===== src/rtl/ex_div_ctrl.sv =====
// ============================================================================
// ex_div_ctrl
// ----------------------------------------------------------------------------
// Iterative divide/remainder sequencer for the EX stage. Executes the RV32M
// DIV, DIVU, REM and REMU operations with a radix-2 restoring divider that
// retires one quotient bit per clock. The pipeline is frozen through stall_o
// while the division runs, and a one-cycle done_o strobe hands the result to
// the EX result mux.
//
// Optional build macro:
//   DIV_EARLY_OUT_EN - divide-by-zero and signed overflow skip the iterative
//                      phase and go straight to sign/special-case fix-up,
//                      giving done two cycles after start instead of
//                      WIDTH+2. Results are identical either way.
//
// Ports:
//   clk_i     pipeline clock
//   rst_i     synchronous reset, active low
//   start_i   EX holds a valid div/rem op
//   op_i      00 DIV, 01 DIVU, 10 REM, 11 REMU
//   opa_i     dividend (forwarded rs1)
//   opb_i     divisor (forwarded rs2)
//   flush_i   kill the EX instruction
//   stall_o   freeze IF/ID/EX registers
//   done_o    one-cycle strobe, result_o valid
//   result_o  quotient or remainder, held between operations
// ============================================================================
module ex_div_ctrl #(
    parameter int WIDTH = 32
) (
    input  logic             clk_i,
    input  logic             rst_i,
    input  logic             start_i,
    input  logic [1:0]       op_i,
    input  logic [WIDTH-1:0] opa_i,
    input  logic [WIDTH-1:0] opb_i,
    input  logic             flush_i,
    output logic             stall_o,
    output logic             done_o,
    output logic [WIDTH-1:0] result_o
);

    localparam int CW = (WIDTH > 1) ? $clog2(WIDTH) : 1;
    localparam logic [CW-1:0] CNT_INIT = CW'(WIDTH - 1);

    localparam logic [1:0] S_IDLE = 2'd0;
    localparam logic [1:0] S_CALC = 2'd1;
    localparam logic [1:0] S_FIX  = 2'd2;
    localparam logic [1:0] S_DONE = 2'd3;

    localparam logic [WIDTH-1:0] INT_MIN  = {1'b1, {(WIDTH-1){1'b0}}};
    localparam logic [WIDTH-1:0] ALL_ONES = {WIDTH{1'b1}};

    logic [1:0]       state_q,    state_d;
    logic             selRem_q,   selRem_d;
    logic             negQuo_q,   negQuo_d;
    logic             negRem_q,   negRem_d;
    logic             divZero_q,  divZero_d;
    logic             ovf_q,      ovf_d;
    logic [WIDTH-1:0] opaRaw_q,   opaRaw_d;
    logic [WIDTH-1:0] divisor_q,  divisor_d;
    logic [WIDTH-1:0] rem_q,      rem_d;
    logic [WIDTH-1:0] quo_q,      quo_d;
    logic [CW-1:0]    cnt_q,      cnt_d;
    logic [WIDTH-1:0] result_q,   result_d;

    // Operand decode in IDLE: magnitudes and sign flags for signed ops.
    // The two's complement negation of INT_MIN is INT_MIN, which read as
    // unsigned is exactly its magnitude, so no special handling is needed.
    logic             isSigned;
    logic             signA, signB;
    logic [WIDTH-1:0] absA, absB;
    logic             divZeroIn, ovfIn;

    always_comb begin
        isSigned  = ~op_i[0];
        signA     = isSigned & opa_i[WIDTH-1];
        signB     = isSigned & opb_i[WIDTH-1];
        absA      = signA ? (~opa_i + 1'b1) : opa_i;
        absB      = signB ? (~opb_i + 1'b1) : opb_i;
        divZeroIn = (opb_i == '0);
        ovfIn     = isSigned && (opa_i == INT_MIN) && (opb_i == ALL_ONES);
    end

    // One restoring step. The partial remainder is always below the divisor,
    // so the shifted value fits WIDTH+1 bits and the top bit of the
    // WIDTH+1 bit difference is the borrow.
    logic [WIDTH:0] shifted;
    logic [WIDTH:0] trial;
    logic           borrow;

    always_comb begin
        shifted = {rem_q, quo_q[WIDTH-1]};
        trial   = shifted - {1'b0, divisor_q};
        borrow  = trial[WIDTH];
    end

    // Sign correction and RISC-V special-case results, applied in FIX.
    logic [WIDTH-1:0] quoFinal, remFinal, fixResult;

    always_comb begin
        quoFinal = negQuo_q ? (~quo_q + 1'b1) : quo_q;
        remFinal = negRem_q ? (~rem_q + 1'b1) : rem_q;
        if (divZero_q) begin
            quoFinal = ALL_ONES;
            remFinal = opaRaw_q;
        end else if (ovf_q) begin
            quoFinal = INT_MIN;
            remFinal = '0;
        end
        fixResult = selRem_q ? remFinal : quoFinal;
    end

    // Sequencer next-state logic. Operands are captured only on the IDLE
    // exit edge; later input changes are ignored. A flush in any busy state
    // returns to IDLE without touching the result register.
    always_comb begin
        state_d   = state_q;
        selRem_d  = selRem_q;
        negQuo_d  = negQuo_q;
        negRem_d  = negRem_q;
        divZero_d = divZero_q;
        ovf_d     = ovf_q;
        opaRaw_d  = opaRaw_q;
        divisor_d = divisor_q;
        rem_d     = rem_q;
        quo_d     = quo_q;
        cnt_d     = cnt_q;
        result_d  = result_q;

        case (state_q)
            S_IDLE: begin
                if (start_i && !flush_i) begin
                    selRem_d  = op_i[1];
                    negQuo_d  = signA ^ signB;
                    negRem_d  = signA;
                    divZero_d = divZeroIn;
                    ovf_d     = ovfIn;
                    opaRaw_d  = opa_i;
                    divisor_d = absB;
                    rem_d     = '0;
                    quo_d     = absA;
                    cnt_d     = CNT_INIT;
`ifdef DIV_EARLY_OUT_EN
                    state_d   = (divZeroIn || ovfIn) ? S_FIX : S_CALC;
`else
                    state_d   = S_CALC;
`endif
                end
            end
            S_CALC: begin
                if (flush_i) begin
                    state_d = S_IDLE;
                end else begin
                    quo_d = {quo_q[WIDTH-2:0], ~borrow};
                    rem_d = borrow ? shifted[WIDTH-1:0] : trial[WIDTH-1:0];
                    if (cnt_q == '0) begin
                        state_d = S_FIX;
                    end else begin
                        cnt_d = cnt_q - 1'b1;
                    end
                end
            end
            S_FIX: begin
                if (flush_i) begin
                    state_d = S_IDLE;
                end else begin
                    result_d = fixResult;
                    state_d  = S_DONE;
                end
            end
            S_DONE: begin
                // start here belongs to the instruction now retiring
                state_d = S_IDLE;
            end
            default: begin
                state_d = S_IDLE;
            end
        endcase
    end

    // State registers with synchronous active-low reset; reset aborts any
    // division in flight and clears the result.
    always_ff @(posedge clk_i) begin
        if (!rst_i) begin
            state_q   <= S_IDLE;
            selRem_q  <= 1'b0;
            negQuo_q  <= 1'b0;
            negRem_q  <= 1'b0;
            divZero_q <= 1'b0;
            ovf_q     <= 1'b0;
            opaRaw_q  <= '0;
            divisor_q <= '0;
            rem_q     <= '0;
            quo_q     <= '0;
            cnt_q     <= '0;
            result_q  <= '0;
        end else begin
            state_q   <= state_d;
            selRem_q  <= selRem_d;
            negQuo_q  <= negQuo_d;
            negRem_q  <= negRem_d;
            divZero_q <= divZero_d;
            ovf_q     <= ovf_d;
            opaRaw_q  <= opaRaw_d;
            divisor_q <= divisor_d;
            rem_q     <= rem_d;
            quo_q     <= quo_d;
            cnt_q     <= cnt_d;
            result_q  <= result_d;
        end
    end

    // stall is released in DONE so the pipeline advances with the result.
    assign stall_o  = ((state_q == S_IDLE) && start_i && !flush_i)
                    || (state_q == S_CALC) || (state_q == S_FIX);
    assign done_o   = (state_q == S_DONE);
    assign result_o = result_q;

endmodule


===== config.mk =====
export PLATFORM = sky130hd
export DESIGN_NAME = ex_div_ctrl
export DESIGN_NICKNAME = d
export VERILOG_FILES = /design/src/rtl/ex_div_ctrl.sv
export SDC_FILE = /design/constraint.sdc
export NUM_CORES = 1
export LEC_CHECK = 0
export CAP_MARGIN = 20
export CORE_MARGIN = 2
export CORE_UTILIZATION = 55
export CTS_CLUSTER_DIAMETER = 80
export DETAILED_ROUTE_END_ITERATION = 10
export PLACE_DENSITY = 0.87
export SLEW_MARGIN = 20
export SYNTH_ARGS = -nofsm -noshare
export SYNTH_HDL_FRONTEND = slang
export SYNTH_SLANG_ARGS = --single-unit

===== constraint.sdc =====
create_clock -name clk_i -period 7.6 [get_ports clk_i]
set_clock_uncertainty 0.15 [all_clocks]
set_input_delay 0.76 -clock clk_i [delete_from_list [all_inputs] [get_ports clk_i]]
set_output_delay 0.76 -clock clk_i [all_outputs]
set_load 0.01 [all_outputs]

# ---- Word-level counts from Yosys, hierarchy flattened
# Index checks and enable logic that the tools add are counted.
dict set report word_totals {
  register_bits 172
  in_bits 70
  output_inout_bits 34
  elab_cells 79
}
dict set report op_classes {
  n_addsub 6
  n_eq_ne 9
  n_mux 25
  bitwise 10
  n_reduce_logical 17
}
# op count
set ops {}
lappend ops {{32-bit 2-to-1 mux} 14}
lappend ops {{32-bit by 1-bit adder with 32-bit output (second input constant)} 4}
lappend ops {{32-bit inverter} 4}
lappend ops {{32-bit one-hot mux with 2 select lines} 2}
lappend ops {{32-bit == test (second input constant)} 2}
lappend ops {{33-bit by 32-bit subtractor with 33-bit output} 1}
lappend ops {{32-bit zero test} 1}
lappend ops {{5-bit 2-to-1 mux} 3}
lappend ops {{5-bit one-hot mux with 2 select lines} 1}
lappend ops {{2-bit 2-to-1 mux} 4}
lappend ops {{2-bit one-hot mux with 4 select lines} 1}
lappend ops {{2-bit inequality test (second input constant)} 3}
lappend ops {{2-bit AND reduction} 3}
lappend ops {{1-bit logical AND} 5}
lappend ops {{5-bit zero test} 1}
lappend ops {{5-bit by 1-bit subtractor with 5-bit output (second input constant)} 1}
lappend ops {{2-bit == test (second input constant)} 2}
lappend ops {{4-bit AND reduction} 1}
lappend ops {{3-bit inequality test (second input constant)} 1}
lappend ops {{1-bit inverter} 3}
lappend ops {{3-bit AND reduction} 1}
lappend ops {{1-bit bitwise AND} 2}
lappend ops {{2-bit by 1-bit == test with 1-bit output (second input constant)} 1}
lappend ops {{2-bit zero test} 1}
lappend ops {{4 further kinds} 5}

# ---- Logic depth before layout (Yosys ltp)
# Gate-level depths: netlist (run 1).
dict set report logic_depth {
  word_depth 6
  depth_mapped 13
  mapped_depth_nobuf 11
}

# ---- Worst setup path before layout (run 1)
# No wires, ideal clock.
dict set report synth_timing {
  path_type {input-to-reg}
  start {input opa_i[6]}
  end {register quo_q[30]}
  setup_ns 0.130
  arrival_time_ns 2.951
  t_required_ns 7.320
  slack_ns 4.369
  stages 8
  path_buffers 1
  cell_sequence {or4_1 -> or4_1 -> clkbuf_1 -> nor3_1 -> nand3_1 -> o41ai_1 -> xor2_1 -> o22ai_1}
}
dict set report synth_between {
  elab_chain_len 5
}
# element line_no
set synth_rtl {}
lappend synth_rtl {{start: declaration} 35} ;# input logic [WIDTH-1:0] opa_i,
lappend synth_rtl {{32-bit inverter} 79} ;# absA = signA ? (~opa_i + 1'b1) : opa_i;
lappend synth_rtl {{32-bit by 1-bit adder with 32-bit output} 79}
lappend synth_rtl {{32-bit 2-to-1 mux} 79}
lappend synth_rtl {{32-bit 2-to-1 mux} 133} ;# if (start_i && !flush_i) begin
lappend synth_rtl {{32-bit one-hot mux with 2 select lines} 131} ;# case (state_q)
lappend synth_rtl {{end signal: assignment} 208} ;# quo_q <= quo_d;
lappend synth_rtl {{end: declaration} 63} ;# logic [WIDTH-1:0] quo_q, quo_d;
# No other way between the ends. The select of a mux whose other input is x is not followed.
# A chain may end at the register's enable or synchronous reset.

# ---- Worst setup path after layout (run 1)
dict set report layout_timing {
  start {register quo_q[31]}
  end {register rem_q[19]}
}
dict set report layout_between {
  elab_chain_len 4
}
# element line_no
set layout_rtl {}
lappend layout_rtl {{33-bit by 32-bit subtractor with 33-bit output} 94} ;# trial = shifted - {1'b0, divisor_q};
lappend layout_rtl {{32-bit 2-to-1 mux} 156} ;# rem_d = borrow ? shifted[WIDTH-1:0] : trial[WIDTH-1:0];
lappend layout_rtl {{32-bit 2-to-1 mux} 152} ;# if (flush_i) begin
lappend layout_rtl {{32-bit one-hot mux with 2 select lines} 131}
lappend layout_rtl {{end signal: assignment} 207} ;# rem_q <= rem_d;
lappend layout_rtl {{end: declaration} 62} ;# logic [WIDTH-1:0] rem_q, rem_d;
# No other way between the ends. The select of a mux whose other input is x is not followed.

==> flow_summary_export.csv, run 1 <==
group,metric,value,unit
clocking,cts_resized,0,
timing,timing.final.ws_setup,3.39,ns
timing,fin_setup_tns,0,ns
cells_and_area,final_core_util,64.1,%
timing,finalCriticalPeriod,4.21,ns
cells_and_area,nFillCells,1783,
placed_design,port_buffers,103,
clocking,cts.sinks,172,
clocking,htree_levels,4,
die,dieWidth,150,um
timing,fin_crit_sh,55.3,%
placed_design,place_congestion,0.993,
synthesis,synth.distinct_cells,68,
cells_and_area,final_common_cell,"nand2_1",
clocking,clk_pin_slew_worst_paths,0.07,ns
timing,tightest_slew,1.12,ns
grt,grt_pass1_vias,11758,
synthesis,synth_edf_count,0,
timing,rsz0062_at_grt,"false",
placed_design,dp_hpwl,26900,um
setup_path,worst-path-max-fanout,39,
clocking,cts-root-buf,"clkbuf_16",
setup_path,crit_arrival,4.32,ns
power_and_ir_drop,totalPowerFinal,2.33,mW
cells_and_area,design_area,13500,um2
placed_design,dpl_worst_slack,3.38,ns
clocking,clock_latency,0.44,ns
die,core,21000,um2
cells_and_area,stdcell_count,1918,
setup_path,criticalPathCategory,"register to register",
cells_and_area,drive_gt1_share,4.44,%
synthesis,synth_seq_cells,172,
grt,antenna_found_initial,0,
setup_path,slowest_stage,"and2_1",
setup_path,slowest_delay,0.84,ns
outcome,outcome,"complete, no violations",
synthesis,synthesis.nets,1709,
drt,vias_per_cell,6.58,
power_and_ir_drop,power_frac_clock,36.0,%
power_and_ir_drop,p_leak,4.80,nW
cells_and_area,final_nets,1742,
drt,drtIter0Drc,1439,
timing,max_freq,0.238,GHz
grt,grt_util_all_layers,33.4,%
clocking,cts_inserted_buffers,17,
run,cap_viol_max_count,0,
die,die_h,150,um
setup_path,cp_common_cell,"a21o_1",
setup_path,startpoint_type,"register",
clocking,cts_tree,"built",
setup_path,cp_cell_sequence,"inv_1, ha_1, fa_1, nand2b_1, a21o_1, a21o_1, a211o_1, a211oi_1, or3_1, buf_4, and2_1, o311ai_0",
die,std_cell_rows,53,
setup_path,cp.required,7.72,ns
synthesis,synth_cells,1599,
setup_path,crit_buf_inv,2,
placed_design,place_area,12900,um2
clocking,postCtsSetupBuffers,0,
timing,relSlewSlack,24.3,%
cells_and_area,diodes,0,
drt,wl,37800,um
setup_path,crit_family,"compound AO/OA/AOI/OAI gates",
power_and_ir_drop,p_sw,734,uW
drt,routedWlPerCell,19.7,um
power_and_ir_drop,combPwrFrac,21.8,%
drt,first_pass_iters,9,
synthesis,synth_ff_type,"dfxtp_1",
cells_and_area,seqCellArea,3440,um2
drt,drcViolationCount,0,
grt,grt_overflow,0,
power_and_ir_drop,peakVddDrop,0.000142,V
die,dieArea,22600,um2
setup_path,critPathCaptureType,"register",
grt,grt_start_max_net_pins,100,
drt,drtAntennaViolNets,0,
timing,holdWs,0.307,ns
cells_and_area,mostFrequentLayoutCells,"nand2_1 (204), dfxtp_1 (172), a21oi_1 (166), nor2_1 (150), o21ai_0 (106)",
worst_hold_path,holdCritPathClass,"register to register",
power_and_ir_drop,p_int,1.59,mW
synthesis,synth_warnings,0,
timing,setup_violations,0,
synthesis,seq_area_frac_synth,29.3,%
placed_design,place_inst,1887,
synthesis,async_flop_share,0,%
power_and_ir_drop,seqPwrFrac,42.2,%
timing,drv_slew,0,
die,initial_utilization,55.9,%
clocking,hold_buffers,0,
cells_and_area,syn2layout_area_growth,14.5,%
drt,vias,12612,
synthesis,syn_area,11800,um2
clocking,clockBufferDepth,2,
timing,hold_viol_final,0,
die,io_pins,104,
grt,grt_first_pass_wirelength,60400,um
synthesis,avgSynthCellArea,7.36,um2
power_and_ir_drop,power_density,173,nW/um2
cells_and_area,multiInputGateArea,7740,um2
power_and_ir_drop,swShare,31.6,%
cells by family (layout without fill, tap and decap cells):
group                      Yosys count  in the layout  share of synthesized area (%)
xor gates and xnor gates           141            141                           10.5
muxes                                7              7                          0.606
buffers and inverters              165            209                           5.30
AOI/OAI and AO/OA                  508            508                           27.5
and+or+nand+nor                    566            566                           22.5
DFF                                172            172                           29.3
adders and majority gates           40             40                           4.32
cells in the mapped netlist, drive strengths merged, types with 25 or more instances:
cell type,number,area [um2]
clkbuf,100,375
inv,57,214
nor2,153,574
o31ai,28,224
nand3,25,125
o21ai,109,546
dfxtp,172,3440
xnor2,91,797
xor2,50,438
o211ai,41,308
nand4,37,231
nand2,204,766
nor3,28,140
a211oi,48,360
ha,39,488
a21oi,166,831
power by group through the flow:
stage          sequential, mW  clock [mW]  combinational, mW
3_5_place_dp            0.999           0              0.489
2_1_floorplan           0.986           0              0.337
3_3_place_gp            0.997           0              0.482
5_1_grt                 0.986       0.880              0.551
4_1_cts                 0.979       0.837              0.494
6_report                0.981       0.837              0.508
routing by layer:
layer / GRT usage, % / share of wire [%]
met1: 41.0 / 39
met2: 54.7 / 46
met3: 7.73 / 9.9
met4: 17.6 / 5.2
met5: 0 / 0
registers in the layout, summed over array words and instances, names as in the netlist:
name / count
opaRaw_q: 32
divisor_q: 32
result_o: 32
rem_q: 32
selRem_q: 1
negQuo_q: 1
divZero_q: 1
quo_q: 32
cnt_q: 5
ovf_q: 1
negRem_q: 1
state_q: 2
layout make-up:
class | instances | share of cell area [%]
Multi-Input combinational cell | 1262 | 57.4
Inverter | 58 | 1.63
Sequential cell | 172 | 25.6
Clock inverter | 12 | 0.864
Timing Repair Buffer | 121 | 8.75
Tap cell | 275 | 2.56
Clock buffer | 18 | 3.19
worst min-delay path: stages, from the launching register on:
cell and delay [ns]:
dfxtp_1 0.31, nand2_1 0.05, a21oi_1 0.05
worst paths after layout:
path	startpoint	end	slack, ns	cells past startpoint
setup / recovery	quo_q[31]$_SDFFE_PN0P_	rem_q[19]$_SDFFE_PN0P_	3.39	12
hold / removal	opaRaw_q[20]$_SDFFE_PN0P_	opaRaw_q[20]$_SDFFE_PN0P_	0.31	2
setup reg to reg	quo_q[31]$_SDFFE_PN0P_	rem_q[19]$_SDFFE_PN0P_	3.39	12
hold reg to reg	opaRaw_q[20]$_SDFFE_PN0P_	opaRaw_q[20]$_SDFFE_PN0P_	0.31	2
No activity file was read; power rests on OpenSTA's default activity.
==> run 2: changes to the inputs <==
Settings changed: CORE_UTILIZATION 55 to 53.
Clock period 7.6 ns to 3.41 ns, I/O delays scaled along.
==> flow_summary_export.csv, run 2 (synthesis results as in run 1) <==
group,metric,value,unit
outcome,outcome,"complete, no violations",
grt,antenna_found_initial,0,
timing,holdWs,0.288,ns
power_and_ir_drop,p_leak,5.07,nW
setup_path,cp_common_cell,"or4_4",
grt,grt_overflow,0,
drt,first_pass_iters,6,
timing,hold_viol_final,0,
placed_design,dp_hpwl,28200,um
die,initial_utilization,53.9,%
timing,relSlewSlack,33.0,%
grt,grt_start_max_net_pins,57,
timing,rsz0062_at_grt,"false",
clocking,cts-root-buf,"clkbuf_16",
power_and_ir_drop,totalPowerFinal,5.33,mW
clocking,cts_tree,"built",
drt,routedWlPerCell,19.2,um
placed_design,place_area,13300,um2
setup_path,crit_family,"simple AND/OR/NAND/NOR gates",
placed_design,place_congestion,0.968,
drt,wl,37900,um
timing,tightest_slew,1.00,ns
timing,finalCriticalPeriod,3.30,ns
setup_path,cp_cell_sequence,"buf_4, or4_4, or3_4, or4_4, or4_4, o31ai_4, xnor2_1, a221oi_2, a21oi_1",
grt,grt_first_pass_wirelength,60400,um
setup_path,worst-path-max-fanout,6,
drt,vias_per_cell,6.36,
timing,max_freq,0.303,GHz
cells_and_area,drive_gt1_share,7.45,%
clocking,clockBufferDepth,2,
power_and_ir_drop,peakVddDrop,0.000253,V
setup_path,crit_buf_inv,1,
cells_and_area,multiInputGateArea,7750,um2
setup_path,crit_arrival,3.48,ns
timing,setup_violations,0,
timing,fin_crit_sh,96.7,%
cells_and_area,syn2layout_area_growth,18.2,%
setup_path,slowest_delay,0.54,ns
drt,drtAntennaViolNets,0,
grt,grt_pass1_vias,11534,
die,die_h,153,um
cells_and_area,diodes,0,
die,std_cell_rows,54,
cells_and_area,final_nets,1789,
setup_path,critPathCaptureType,"register",
setup_path,slowest_stage,"or4_4",
cells_and_area,seqCellArea,3440,um2
die,core,21800,um2
worst_hold_path,holdCritPathClass,"input port to register",
timing,timing.final.ws_setup,0.114,ns
drt,drtIter0Drc,1377,
timing,drv_slew,0,
run,cap_viol_max_count,0,
clocking,htree_levels,4,
placed_design,place_inst,1940,
setup_path,criticalPathCategory,"register to register",
clocking,clock_latency,0.45,ns
cells_and_area,final_core_util,63.7,%
setup_path,cp.required,3.60,ns
setup_path,startpoint_type,"register",
cells_and_area,stdcell_count,1972,
clocking,cts_inserted_buffers,17,
die,dieWidth,153,um
cells_and_area,nFillCells,1898,
die,dieArea,23400,um2
drt,drcViolationCount,0,
die,io_pins,104,
clocking,postCtsSetupBuffers,0,
cells_and_area,mostFrequentLayoutCells,"nand2_1 (204), dfxtp_1 (172), a21oi_1 (166), nor2_1 (150), o21ai_0 (106)",
power_and_ir_drop,power_density,383,nW/um2
cells_and_area,design_area,13900,um2
placed_design,port_buffers,103,
timing,fin_setup_tns,0,ns
grt,grt_util_all_layers,31.8,%
placed_design,dpl_worst_slack,0.0537,ns
clocking,cts.sinks,172,
cells_and_area,final_common_cell,"nand2_1",
clocking,clk_pin_slew_worst_paths,0.08,ns
clocking,hold_buffers,0,
drt,vias,12538,
==> run 2: cell types whose count changed in the layout (fill, tap and decap cells not counted), sizes merged <==
| cell | delta |
|---|---|
| clkinvlp | -3 |
| bufinv | -1 |
| clkinv | +2 |
| buf | +47 |
| inv | +5 |
| clkbuf | -1 |
==> run 2: path summary, 6_finish.rpt <==
kind / startpoint / end / slack, ns / cells past startpoint
worst min register to register: opaRaw_q[21]$_SDFFE_PN0P_ / opaRaw_q[21]$_SDFFE_PN0P_ / 0.30 / 2
worst min-delay path: op_i[1] / selRem_q$_SDFFE_PN0P_ / 0.29 / 3
worst max register to register: rem_q[18]$_SDFFE_PN0P_ / result_o[31]$_SDFFE_PN0P_ / 0.11 / 9
worst max-delay path: rem_q[18]$_SDFFE_PN0P_ / result_o[31]$_SDFFE_PN0P_ / 0.11 / 9
==> run 2: worst register-to-register path: stages (launching register included) <==
cell and delay [ns]:
dfxtp_1 0.34, buf_4 0.16, or4_4 0.55, or3_4 0.37, or4_4 0.46, or4_4 0.45
o31ai_4 0.24, xnor2_1 0.10, a221oi_2 0.26, a21oi_1 0.10
==> run 2: per-layer routing <==
| metal | part of all wire, % | vias up | GRT usage [%] |
|---|---|---|---|
| met3 | 7.9 | 125 | 3.80 |
| met4 | 5.0 | 0 | 16.1 |
| met1 | 41 | 5799 | 41.2 |
| met5 | 0 | - | 0 |
| met2 | 46 | 672 | 52.4 |
| li1 | - | 5942 | - |
==> run 2: area by class of cell <==
cell class	count	area share (%)
clock buffers	17	3.06
clock inverters	15	1.24
inverters	58	1.58
multi-input cells	1262	55.8
flip-flops and latches	172	24.8
well taps	280	2.52
repair buffers	168	11.1
==> run 2: power by group <==
group / switching, mW / total, mW / internal [mW]
Combinational: 0.685 / 1.16 / 0.473
Sequential: 0.0971 / 2.19 / 2.10
Clock: 0.985 / 1.98 / 0.991
==> run 2: repair_timing <==
item | 4_1_cts | 5_1_grt
hold endpoints to repair | 0 | 0
setup endpoints to repair | 0 | 9
resized for setup | 0 | 6
